===== config.mk =====
export PLATFORM = sky130hd
export DESIGN_NAME = spi_slave
export DESIGN_NICKNAME = d
export VERILOG_FILES = /design/src/rtl/spi_slave.sv
export SDC_FILE = /design/constraint.sdc
export NUM_CORES = 1
export LEC_CHECK = 0
export ABC_CLOCK_PERIOD_IN_PS = 1760
export BUFFER_PORTS_ARGS = -buffer_cell sky130_fd_sc_hd__buf_2
export CORE_MARGIN = 2
export CORE_UTILIZATION = 26
export CTS_CLUSTER_SIZE = 8
export DETAILED_ROUTE_END_ITERATION = 8
export GPL_ROUTABILITY_DRIVEN = 0
export PLACE_DENSITY = 0.45
export SLEW_MARGIN = 10
export SYNTH_ARGS = -nofsm -noshare
export SYNTH_HDL_FRONTEND = slang
export SYNTH_SLANG_ARGS = --single-unit

===== constraint.sdc =====
create_clock -name raw_clk -period 1.76 [get_ports raw_clk]
set_input_delay 0.528 -clock raw_clk [delete_from_list [all_inputs] [get_ports raw_clk]]
set_output_delay 0.528 -clock raw_clk [all_outputs]
set_load 0.03 [all_outputs]

===== src/rtl/spi_slave.sv =====
// SPI mode-0 responder: 8-bit MSB-first frames, pins oversampled on raw_clk,
// byte-level RX/TX handshake with sticky overrun/underrun status.
module spi_slave #(
  parameter int         SYNC_STAGES = 2,
  parameter logic [7:0] IDLE_BYTE   = 8'hff
) (
  input  logic       raw_clk,
  input  logic       reset,
  input  logic       spi_clk,
  input  logic       spi_cs,
  input  logic       spi_mosi,
  output logic       spi_miso,
  input  logic [7:0] tx_data,
  input  logic       tx_strobe,
  output logic       tx_pending,
  output logic [7:0] rx_data,
  output logic       rx_ready,
  input  logic       rx_ready_clear,
  input  logic       status_clear,
  output logic       rx_overrun,
  output logic       tx_underrun,
  output logic       busy
);

  localparam int PIN_SCLK = 0;
  localparam int PIN_CS   = 1;
  localparam int PIN_MOSI = 2;
  localparam int NUM_PINS = 3;

  typedef enum logic [1:0] {IDLE, LOAD, SHIFT} state_t;

  logic [NUM_PINS-1:0]    pin_raw;
  logic [NUM_PINS-1:0]    pin_sync;
  logic [SYNC_STAGES-1:0] fill_reg;

  state_t     state_reg, state_next;
  logic       sclk_prev_reg, cs_prev_reg;
  logic [2:0] bit_count_reg;
  logic [6:0] rx_shift_reg;
  logic [6:0] tx_shift_reg;
  logic [7:0] holding_reg;
  logic       pending_reg;
  logic       skip_fall_reg;
  logic       miso_reg;
  logic [7:0] rx_data_reg;
  logic       rx_ready_reg;
  logic       overrun_reg;
  logic       underrun_reg;
  logic       busy_reg;

  logic       sclk_cur, cs_cur, mosi_cur;
  logic       sclk_rise, sclk_fall, cs_fall;
  logic       shift_active, byte_done;
  logic [7:0] load_byte;

  assign pin_raw = {spi_mosi, spi_cs, spi_clk};

  generate
    for (genvar gi = 0; gi < NUM_PINS; gi++) begin : g_sync
      logic [SYNC_STAGES-1:0] chain_reg;
      always_ff @(posedge raw_clk) begin
        if (reset) chain_reg <= '0;
        else       chain_reg <= {chain_reg[SYNC_STAGES-2:0], pin_raw[gi]};
      end
      assign pin_sync[gi] = chain_reg[SYNC_STAGES-1];
    end
  endgenerate

  assign sclk_cur = pin_sync[PIN_SCLK];
  assign cs_cur   = pin_sync[PIN_CS];
  assign mosi_cur = pin_sync[PIN_MOSI];

  // CS history resets to "low", so a CS held low across reset never looks like
  // a fresh falling edge; the master must raise and drop CS again.
  assign sclk_rise    = sclk_cur & ~sclk_prev_reg;
  assign sclk_fall    = ~sclk_cur & sclk_prev_reg;
  assign cs_fall      = ~cs_cur & cs_prev_reg;
  assign shift_active = (state_reg == SHIFT) && !cs_cur;
  assign byte_done    = shift_active && sclk_rise && (bit_count_reg == 3'd7);
  assign load_byte    = pending_reg ? holding_reg : IDLE_BYTE;

  always_ff @(posedge raw_clk) begin
    if (reset) state_reg <= IDLE;
    else       state_reg <= state_next;
  end

  always_comb begin
    state_next = state_reg;
    case (state_reg)
      IDLE:    if (cs_fall) state_next = LOAD;
      LOAD:    state_next = SHIFT;
      SHIFT:   if (byte_done) state_next = LOAD;
      default: state_next = IDLE;
    endcase
    if (cs_cur && state_reg != IDLE) state_next = IDLE;
  end

  always_ff @(posedge raw_clk) begin
    if (reset) begin
      fill_reg      <= '0;
      sclk_prev_reg <= 1'b0;
      cs_prev_reg   <= 1'b0;
      bit_count_reg <= 3'd0;
      rx_shift_reg  <= 7'd0;
      tx_shift_reg  <= 7'd0;
      holding_reg   <= 8'd0;
      pending_reg   <= 1'b0;
      skip_fall_reg <= 1'b0;
      miso_reg      <= 1'b0;
      rx_data_reg   <= 8'd0;
      rx_ready_reg  <= 1'b0;
      overrun_reg   <= 1'b0;
      underrun_reg  <= 1'b0;
      busy_reg      <= 1'b0;
    end else begin
      fill_reg      <= {fill_reg[SYNC_STAGES-2:0], 1'b1};
      sclk_prev_reg <= sclk_cur;
      cs_prev_reg   <= cs_cur;
      // Only report CS once the synchronizer holds real pin samples.
      busy_reg      <= fill_reg[SYNC_STAGES-1] & ~cs_cur;

      // LOAD reads the old holding state, so a coincident strobe stays pending.
      if (tx_strobe) begin
        holding_reg <= tx_data;
        pending_reg <= 1'b1;
      end else if (state_reg == LOAD && pending_reg) begin
        pending_reg <= 1'b0;
      end

      if (state_reg == LOAD && !pending_reg) underrun_reg <= 1'b1;
      else if (status_clear)                 underrun_reg <= 1'b0;

      if (byte_done && rx_ready_reg && !rx_ready_clear) overrun_reg <= 1'b1;
      else if (status_clear)                            overrun_reg <= 1'b0;

      if (byte_done) begin
        rx_ready_reg <= 1'b1;
        rx_data_reg  <= {rx_shift_reg, mosi_cur};
      end else if (rx_ready_clear) begin
        rx_ready_reg <= 1'b0;
      end

      case (state_reg)
        IDLE: begin
          miso_reg      <= 1'b0;
          bit_count_reg <= 3'd0;
          rx_shift_reg  <= 7'd0;
          skip_fall_reg <= 1'b0;
        end
        LOAD: begin
          tx_shift_reg  <= load_byte[6:0];
          miso_reg      <= load_byte[7];
          bit_count_reg <= 3'd0;
        end
        SHIFT: begin
          if (shift_active && sclk_rise) begin
            rx_shift_reg  <= {rx_shift_reg[5:0], mosi_cur};
            bit_count_reg <= bit_count_reg + 3'd1;
          end
          // LOAD already put bit7 of the next byte on MISO, so the first fall
          // after a byte boundary must not shift it away.
          if (byte_done) begin
            skip_fall_reg <= 1'b1;
          end else if (shift_active && sclk_fall) begin
            if (skip_fall_reg) begin
              skip_fall_reg <= 1'b0;
            end else begin
              miso_reg     <= tx_shift_reg[6];
              tx_shift_reg <= {tx_shift_reg[5:0], 1'b0};
            end
          end
        end
        default: miso_reg <= 1'b0;
      endcase
    end
  end

  assign spi_miso    = miso_reg;
  assign tx_pending  = pending_reg;
  assign rx_data     = rx_data_reg;
  assign rx_ready    = rx_ready_reg;
  assign rx_overrun  = overrun_reg;
  assign tx_underrun = underrun_reg;
  assign busy        = busy_reg;

endmodule

* Yosys cells after proc, flatten, opt, wreduce, memory -nomap -nowiden *
Cells that the tools add are included.

word-level totals
  register bits after elaboration = 52
  bits of input ports = 16
  output and inout bits = 14
  word-level logic and storage cells = 94

operators by class
  $add $sub $neg = 1
  eq/ne operators = 10
  muxes and demuxes = 27
  bitwise gates (word level) = 7
  reduce and logical (&&, ||, !) cells = 29

operators by type and width
  kind                                                                      number
  7-bit two-way mux                                                         4
  7-bit case mux with 2 select lines                                        2
  2-bit nonzero test                                                        8
  1-bit two-way mux                                                         13
  1-bit logical AND                                                         9
  8-bit two-way mux                                                         1
  2-bit inequality test (second input constant)                             4
  2-bit AND reduction                                                       4
  2-bit case mux with 3 select lines                                        1
  3-bit case mux with 2 select lines                                        1
  1-bit bitwise AND                                                         4
  2-bit two-way mux                                                         2
  2-bit by 1-bit inequality test with 1-bit output (second input constant)  2
  1-bit case mux with 2 select lines                                        2
  4-bit AND reduction                                                       1
  2-bit OR reduction                                                        2
  3-bit by 1-bit adder with 3-bit output (second input constant)            1
  3-bit == test (second input constant)                                     1
  1-bit zero test                                                           3
  3-bit two-way mux                                                         1
  3-bit by 2-bit inequality test with 1-bit output (second input constant)  1
  1-bit inverter                                                            3
  3-bit AND reduction                                                       1
  2-bit by 1-bit == test with 1-bit output (second input constant)          1
  2 further kinds                                                           2

* Longest topological paths before layout *
Gate-level depths: netlist of run 1.

  word-level depth = 7
  gate-level depth with buffers = 7
  gate-level depth less buffers = 5

* Worst setup path before layout of run 1 *
No wires, ideal clock.

  path kind = register to register
  start point = register state_reg[0]
  end point = register rx_data_reg[6] (netlist: rx_data[6])
  library setup time = 70 ps
  arrival time = 1396 ps
  required time = 1690 ps
  path slack = 293 ps
  stages on the path, launching flop included = 8
  buffers on the path = 2
  period minus slack after synthesis = 1467 ps
  path through = dfxtp_1 -> inv_1 -> ha_1 -> and4bb_2 -> buf_2 -> buf_2 -> nand3_1 -> a21oi_1

on the way
  longest elaborated chain between the ends = 4

ends and longest elaborated chain
  what                             line  RTL
  start, declared                  36    state_t state_reg, state_next;
  start signal, assigned           84    else state_reg <= state_next;
  2-bit == test                    78    assign shift_active = (state_reg == SHIFT) && !cs_cur;
  1-bit logical AND                78
  1-bit logical AND (2 in series)  79    assign byte_done = shift_active && sclk_rise && (bit_count_reg == 3'd7);
  end signal, assigned             138   rx_data_reg <= {rx_shift_reg, mosi_cur};
  end, declared                    45    logic [7:0] rx_data_reg;

No other way between the ends.
A chain may end at the register's enable or synchronous reset.

* Worst setup path in the final report of run 1 *
  start point = register state_reg[0]
  end point = register tx_shift_reg[6]

on the way
  longest elaborated chain between the ends = 6
  elaborated cells between the ends (all ways) = 12
  classes of those cells = 5 x eq/ne; 1 x mux; 6 x reduce/logical

ends and longest elaborated chain
  what                             line     RTL
  2-bit == test                    78, 143
  1-bit logical AND                78
  1-bit logical AND (2 in series)  79
  2-bit inequality test (no line)  n/a
  4-bit AND reduction (no line)    n/a
  end signal, assigned             151      tx_shift_reg <= load_byte[6:0];
  end signal, assigned             169      tx_shift_reg <= {tx_shift_reg[5:0], 1'b0};
  end, declared                    40       logic [6:0] tx_shift_reg;

Parallel ways exist; a longest one is shown, timed or not.

==> qor.txt, run 1 <==
Reg2Reg Depth: 6
min Tclk post-route: 1.58 ns
Max IR drop VDD: 0.000463 V
commonest non-fill, non-tap cell in the layout: dfxtp_1
R2R Setup Slk: 0.18 ns
net switching power: 0.795 mW
die extent in x: 94.1 um
DP HPWL: 3170 um
cell area after synthesis: 0.00211 mm^2
die footprint: 0.00885 mm^2
largest net degree at the start of global routing: 23
All-Layer GR Usage: 11.2%
clk buf depth: 2
final WL: 4640 um
worst slew margin relative to its limit: 50.6%
setup repair after global routing missed its margin: false
hold_buf cts: 0
multi-input logic area: 986 um^2
Post-route DRC: 0
CP Launch Type: flip-flop
Final Cycle Share: 89.8%
Worst Setup Path Type: reg -> reg
num ports: 30
htree depth: 2
final worst slack: 0.179 ns
Worst R2R End: tx_shift_reg[6]$_SDFFE_PP0P_
placed cell areas: 0.00239 mm^2
Cells after DPL: 350
Hold WC Path Type: in -> reg
Area Overhead vs Synth: 17.4%
MaxCap Viol Count: 0
Die Span Y: 94.1 um
area of the core: 0.00781 mm^2
worst-skew pair later-pin latency: 0.31 ns
CTS tree: yes
#FFs+latches synth: 52
CTS Buf Count: 5
Sw Share: 30.6%
pre-CTS setup slack: 0.107 ns
diodes inserted: 0
peak fanout along the critical path: 20
post-CTS setup buffers: 0
final hold violations: 0
first-pass GRT wire length: 7730 um
DR pass1 iterations: 4
Yosys warnings: 0
Syn Area/Cell: 9.38 um^2
Setup crit end kind: flip-flop
post-route cell area: 0.00248 mm^2
Mapped Cells: 225
Sequential Power Share: 51.1%
Max Freq: 633 MHz
nets@finish: 277
via count: 1607
clock sinks: 52
setup TNS: 0 ns
Seq/Total Area, Yosys: 49.3%
final setup fails: 0
Via density: 4.49
r2r startpoint: state_reg[0]$_SDFFE_PP0P_
CP required: 1.94 ns
final core utilization: 31.7%
Hold EP: g_sync[1].chain_reg[0]$_SDFF_PP0_
Layout fillers: 856
Slew Limit Fails: 0
layout cell share with drive strength beyond 1: 18.8%
Worst Skew: 0.0101 ns
most frequent cells in the layout: dfxtp_1 (52), buf_2 (29), a21oi_1 (20)
Data arrival, critical path: 1.76 ns
Post-CTS Resized: 0
row cnt: 32
clock power share: 26.3%
register area: 0.00104 mm^2
status: completed
WL per Instance: 12.9 um
Final Hold Slack: 0.425 ns
clock slew at reported path FFs: 0.10 ns
root buffer cell: clkbuf_8
Power Density: 1050 mW/mm^2
remaining global-route overflow: 0
HP Start: spi_cs
vias in the first global route: 1506
Synth Net Count: 247
Buffers on Ports: 29
Initial Util: 27.0%
Static Leakage: 1.00 nW
actual slew at the worst max-slew pin: 0.730 ns
antenna viol nets, final: 0
initial DRC count: 66
Gate power share: 22.6%
Int Pwr: 1.80 mW
total power: 2.60 mW
Netlist cell types: 31
Layout Cells excl Fill: 358
initial antenna violation count: 0
Worst Hold Path Cells: 2
-- power groups by stage --
stage          combinational (mW)  sequential (mW)  clock, mW
2_1_floorplan               0.423             1.36          0
3_3_place_gp                0.576             1.35          0
3_5_place_dp                0.582             1.35          0
4_1_cts                     0.585             1.33      0.715
5_1_grt                     0.649             1.34      0.759
6_report                    0.588             1.33      0.683
-- cell type report --
cell class	count	area share (%)
inverter	9	1.36
tap	102	5.15
clock inverter	1	0.353
sequential	52	42.0
multi-input combinational	150	39.8
clock buffer	7	3.08
timing repair buffer	37	8.28
-- cell usage after synthesis --
| cell type | instances | area share (%) |
|---|---|---|
| buf_2 | 4 | 0.95 |
| a21oi_2 | 1 | 0.42 |
| a41o_1 | 1 | 0.47 |
| or3_1 | 3 | 0.89 |
| or4_1 | 1 | 0.36 |
| nand2_1 | 18 | 3.2 |
| nor2_1 | 12 | 2.1 |
| o21ai_0 | 13 | 3.1 |
| a211o_1 | 1 | 0.42 |
| and4bb_2 | 2 | 1.2 |
| nor2b_1 | 12 | 3.6 |
| nand3_1 | 18 | 4.3 |
| nand3b_1 | 1 | 0.36 |
| a21oi_1 | 20 | 4.7 |
| and4_1 | 1 | 0.42 |
| dfxtp_1 | 52 | 49 |
| clkbuf_1 | 9 | 1.6 |
| nand4bb_1 | 1 | 0.53 |
| o311ai_0 | 6 | 2.5 |
| a22oi_1 | 2 | 0.71 |
| o31ai_1 | 1 | 0.36 |
| buf_1 | 1 | 0.18 |
| nand2b_1 | 9 | 2.7 |
| and3_1 | 1 | 0.30 |
| or4b_1 | 1 | 0.47 |
| a221oi_4 | 1 | 1.2 |
| ha_1 | 6 | 3.6 |
| or3b_4 | 1 | 0.53 |
| mux2i_1 | 16 | 7.6 |
| inv_1 | 9 | 1.6 |
| nor4b_1 | 1 | 0.42 |
-- per-layer routing --
| metal | up-vias | track usage [%] | routed length, um |
|---|---|---|---|
| met5 | - | 0 | 0 |
| met4 | 0 | 4.35 | 82 |
| met3 | 5 | 2.73 | 149 |
| met2 | 27 | 16.4 | 1990 |
| met1 | 737 | 15.6 | 2420 |
| li1 | 838 | - | - |
-- worst max path at each step --
stage                               from                      endpoint  slack, ns  depth (start not counted)
2_1_floorplan  state_reg[0]$_SDFFE_PP0P_       rx_data[6]$_SDFFE_PP0P_       0.29                          7
3_3_place_gp   state_reg[0]$_SDFFE_PP0P_  tx_shift_reg[4]$_SDFFE_PP0P_       0.16                          6
3_5_place_dp   state_reg[0]$_SDFFE_PP0P_  tx_shift_reg[1]$_SDFFE_PP0P_       0.11                          6
4_1_cts        state_reg[0]$_SDFFE_PP0P_  tx_shift_reg[6]$_SDFFE_PP0P_       0.08                          6
5_1_grt        state_reg[0]$_SDFFE_PP0P_  tx_shift_reg[6]$_SDFFE_PP0P_       0.05                          6
6_report       state_reg[0]$_SDFFE_PP0P_  tx_shift_reg[6]$_SDFFE_PP0P_       0.18                          6
-- critical path, cell delays in order (launching register included) --
cell and delay, ns:
dfxtp_1 0.36, inv_1 0.08, ha_1 0.22, buf_4 0.21
nor2b_1 0.31, a21oi_4 0.12, mux2i_1 0.16
-- logic make-up after synthesis --
logic type               count (synthesis)  share of synthesized area [%]
AO/OA/AOI/OAI                           46                           13.9
flip-flops                              52                           49.3
adder cells (fa/ha/maj)                  6                           3.56
buffers and inverters                   23                           4.33
multiplexers                            16                           7.59
AND/OR/NAND/NOR                         82                           21.3
(Power assumes the default switching activity.)
==> run 2: changes to the inputs <==
==> constraint.sdc (replaced) <==
create_clock -name raw_clk -period 1.76 [get_ports raw_clk]
set_input_delay 0.264 -clock raw_clk [delete_from_list [all_inputs] [get_ports raw_clk]]
set_output_delay 0.264 -clock raw_clk [all_outputs]
set_load 0.03 [all_outputs]
==> qor.txt, run 2 (synthesized netlist as in run 1, its figures left out) <==
setup TNS: 0 ns (unchanged)
die extent in x: 94.1 um (unchanged)
setup repair after global routing missed its margin: false
Via density: 4.51 (+0.50%)
Buffers on Ports: 29 (unchanged)
Area Overhead vs Synth: 18.9%
Slew Limit Fails: 0 (unchanged)
Hold WC Path Type: in -> reg
placed cell areas: 0.00239 mm^2 (unchanged)
clock sinks: 52 (unchanged)
R2R Setup Slk: 0.18 ns (about the same)
num ports: 30 (unchanged)
first-pass GRT wire length: 7650 um (-0.98%)
Power Density: 1100 mW/mm^2 (+4.5%)
diodes inserted: 0 (unchanged)
Worst Skew: 0.0110 ns (+0.000821 ns)
Setup crit end kind: flip-flop
via count: 1615 (+0.50%)
status: completed
multi-input logic area: 986 um^2 (unchanged)
final hold violations: 0 (unchanged)
peak fanout along the critical path: 20 (unchanged)
Worst Setup Path Type: reg -> reg
CTS tree: yes
Max Freq: 634 MHz (+0.22%)
final setup fails: 0 (unchanged)
layout cell share with drive strength beyond 1: 19.5% (+0.78 points)
most frequent cells in the layout: dfxtp_1 (52), buf_2 (29), a21oi_1 (20)
All-Layer GR Usage: 11.0% (-0.15 points)
Hold EP: g_sync[1].chain_reg[0]$_SDFF_PP0_
min Tclk post-route: 1.58 ns (-0.00353 ns)
HP Start: spi_cs
area of the core: 0.00781 mm^2 (unchanged)
post-route cell area: 0.00251 mm^2 (+1.2%)
initial DRC count: 39 (-41%)
Initial Util: 27.0% (unchanged)
Worst Hold Path Cells: 2 (unchanged)
Max IR drop VDD: 0.000500 V (+8.1%)
initial antenna violation count: 0 (unchanged)
CP required: 1.99 ns (+0.05 ns)
remaining global-route overflow: 0 (unchanged)
post-CTS setup buffers: 0 (unchanged)
Layout Cells excl Fill: 358 (unchanged)
root buffer cell: clkbuf_8
Layout fillers: 858 (+0.23%)
Post-CTS Resized: 0 (unchanged)
commonest non-fill, non-tap cell in the layout: dfxtp_1
Die Span Y: 94.1 um (unchanged)
Post-route DRC: 0 (unchanged)
Static Leakage: 1.02 nW (+1.8%)
clk buf depth: 2 (unchanged)
clock slew at reported path FFs: 0.10 ns (about the same)
Reg2Reg Depth: 6 (unchanged)
final WL: 4440 um (-4.3%)
DP HPWL: 3130 um (-1.0%)
actual slew at the worst max-slew pin: 0.697 ns (-0.0326 ns)
row cnt: 32 (unchanged)
WL per Instance: 12.4 um (-4.3%)
CTS Buf Count: 5 (unchanged)
worst-skew pair later-pin latency: 0.31 ns (about the same)
CP Launch Type: flip-flop
antenna viol nets, final: 0 (unchanged)
DR pass1 iterations: 4 (unchanged)
worst slew margin relative to its limit: 52.8% (+2.2 points)
largest net degree at the start of global routing: 21 (-8.7%)
register area: 0.00104 mm^2 (unchanged)
Final Cycle Share: 89.6% (-0.20 points)
die footprint: 0.00885 mm^2 (unchanged)
hold_buf cts: 0 (unchanged)
r2r startpoint: state_reg[0]$_SDFFE_PP0P_
MaxCap Viol Count: 0 (unchanged)
Cells after DPL: 350 (unchanged)
vias in the first global route: 1576 (+4.6%)
Data arrival, critical path: 1.81 ns (+0.05 ns)
final core utilization: 32.1% (+0.38 points)
htree depth: 2 (unchanged)
Worst R2R End: state_reg[0]$_SDFFE_PP0P_
nets@finish: 277 (unchanged)
## run 2: cell types whose count changed in the layout (fill, tap and decap cells not counted)
cell and change:
bufinv_16 +1, clkbuf_1 -2, inv_8 +1, clkinv_4 -1, clkinv_2 +1
## run 2: power breakdown
part           switching, mW  internal [mW]
clock                  0.414          0.431
combinational          0.331          0.244
sequential            0.0529           1.27
## run 2: metal layers
layer | wire length, um | GRT usage, % | vias to the layer above
li1 | - | - | 842
met1 | 2260 | 15.1 | 741
met2 | 1970 | 16.7 | 26
met3 | 145 | 2.89 | 6
met4 | 65 | 3.62 | 0
met5 | 0 | 0 | -
## run 2: worst max-delay path by stage
stage	from	endpoint	slack (ns)	cells after the start
floorplan	state_reg[0]$_SDFFE_PP0P_	rx_data[6]$_SDFFE_PP0P_	0.29	7
global placement	state_reg[0]$_SDFFE_PP0P_	tx_shift_reg[3]$_SDFFE_PP0P_	0.16	6
detailed placement	state_reg[0]$_SDFFE_PP0P_	tx_shift_reg[2]$_SDFFE_PP0P_	0.12	6
CTS	state_reg[0]$_SDFFE_PP0P_	tx_shift_reg[2]$_SDFFE_PP0P_	0.09	6
global route	state_reg[0]$_SDFFE_PP0P_	tx_shift_reg[4]$_SDFFE_PP0P_	0.03	6
finish	state_reg[0]$_SDFFE_PP0P_	state_reg[0]$_SDFFE_PP0P_	0.18	6
## run 2: final cells by class
type                       count  area share (%)
sequential                    52            41.5
multi-input combinational    150            39.3
timing repair buffer          37            8.18
tap                          102            5.09
clock buffer                   5            2.74
clock inverter                 3            1.85
inverter                       9            1.35
## run 2: metrics by stage
stage	hold WS (ns)	power, mW	setup WS [ns]
final	0.161	2.75	0.183
after global routing	0.154	2.91	0.0342
after CTS	0.149	2.79	0.0895
after detailed placement	0.420	1.93	0.116
after global placement	0.422	1.93	0.162
after floorplan	0.392	1.78	0.293
## run 2: worst max-delay path: stages (launching register included)
cell	delay, ns
dfxtp_1	0.33
inv_1	0.09
ha_1	0.20
buf_4	0.24
nor2_1	0.09
or4_1	0.40
mux2i_1	0.15
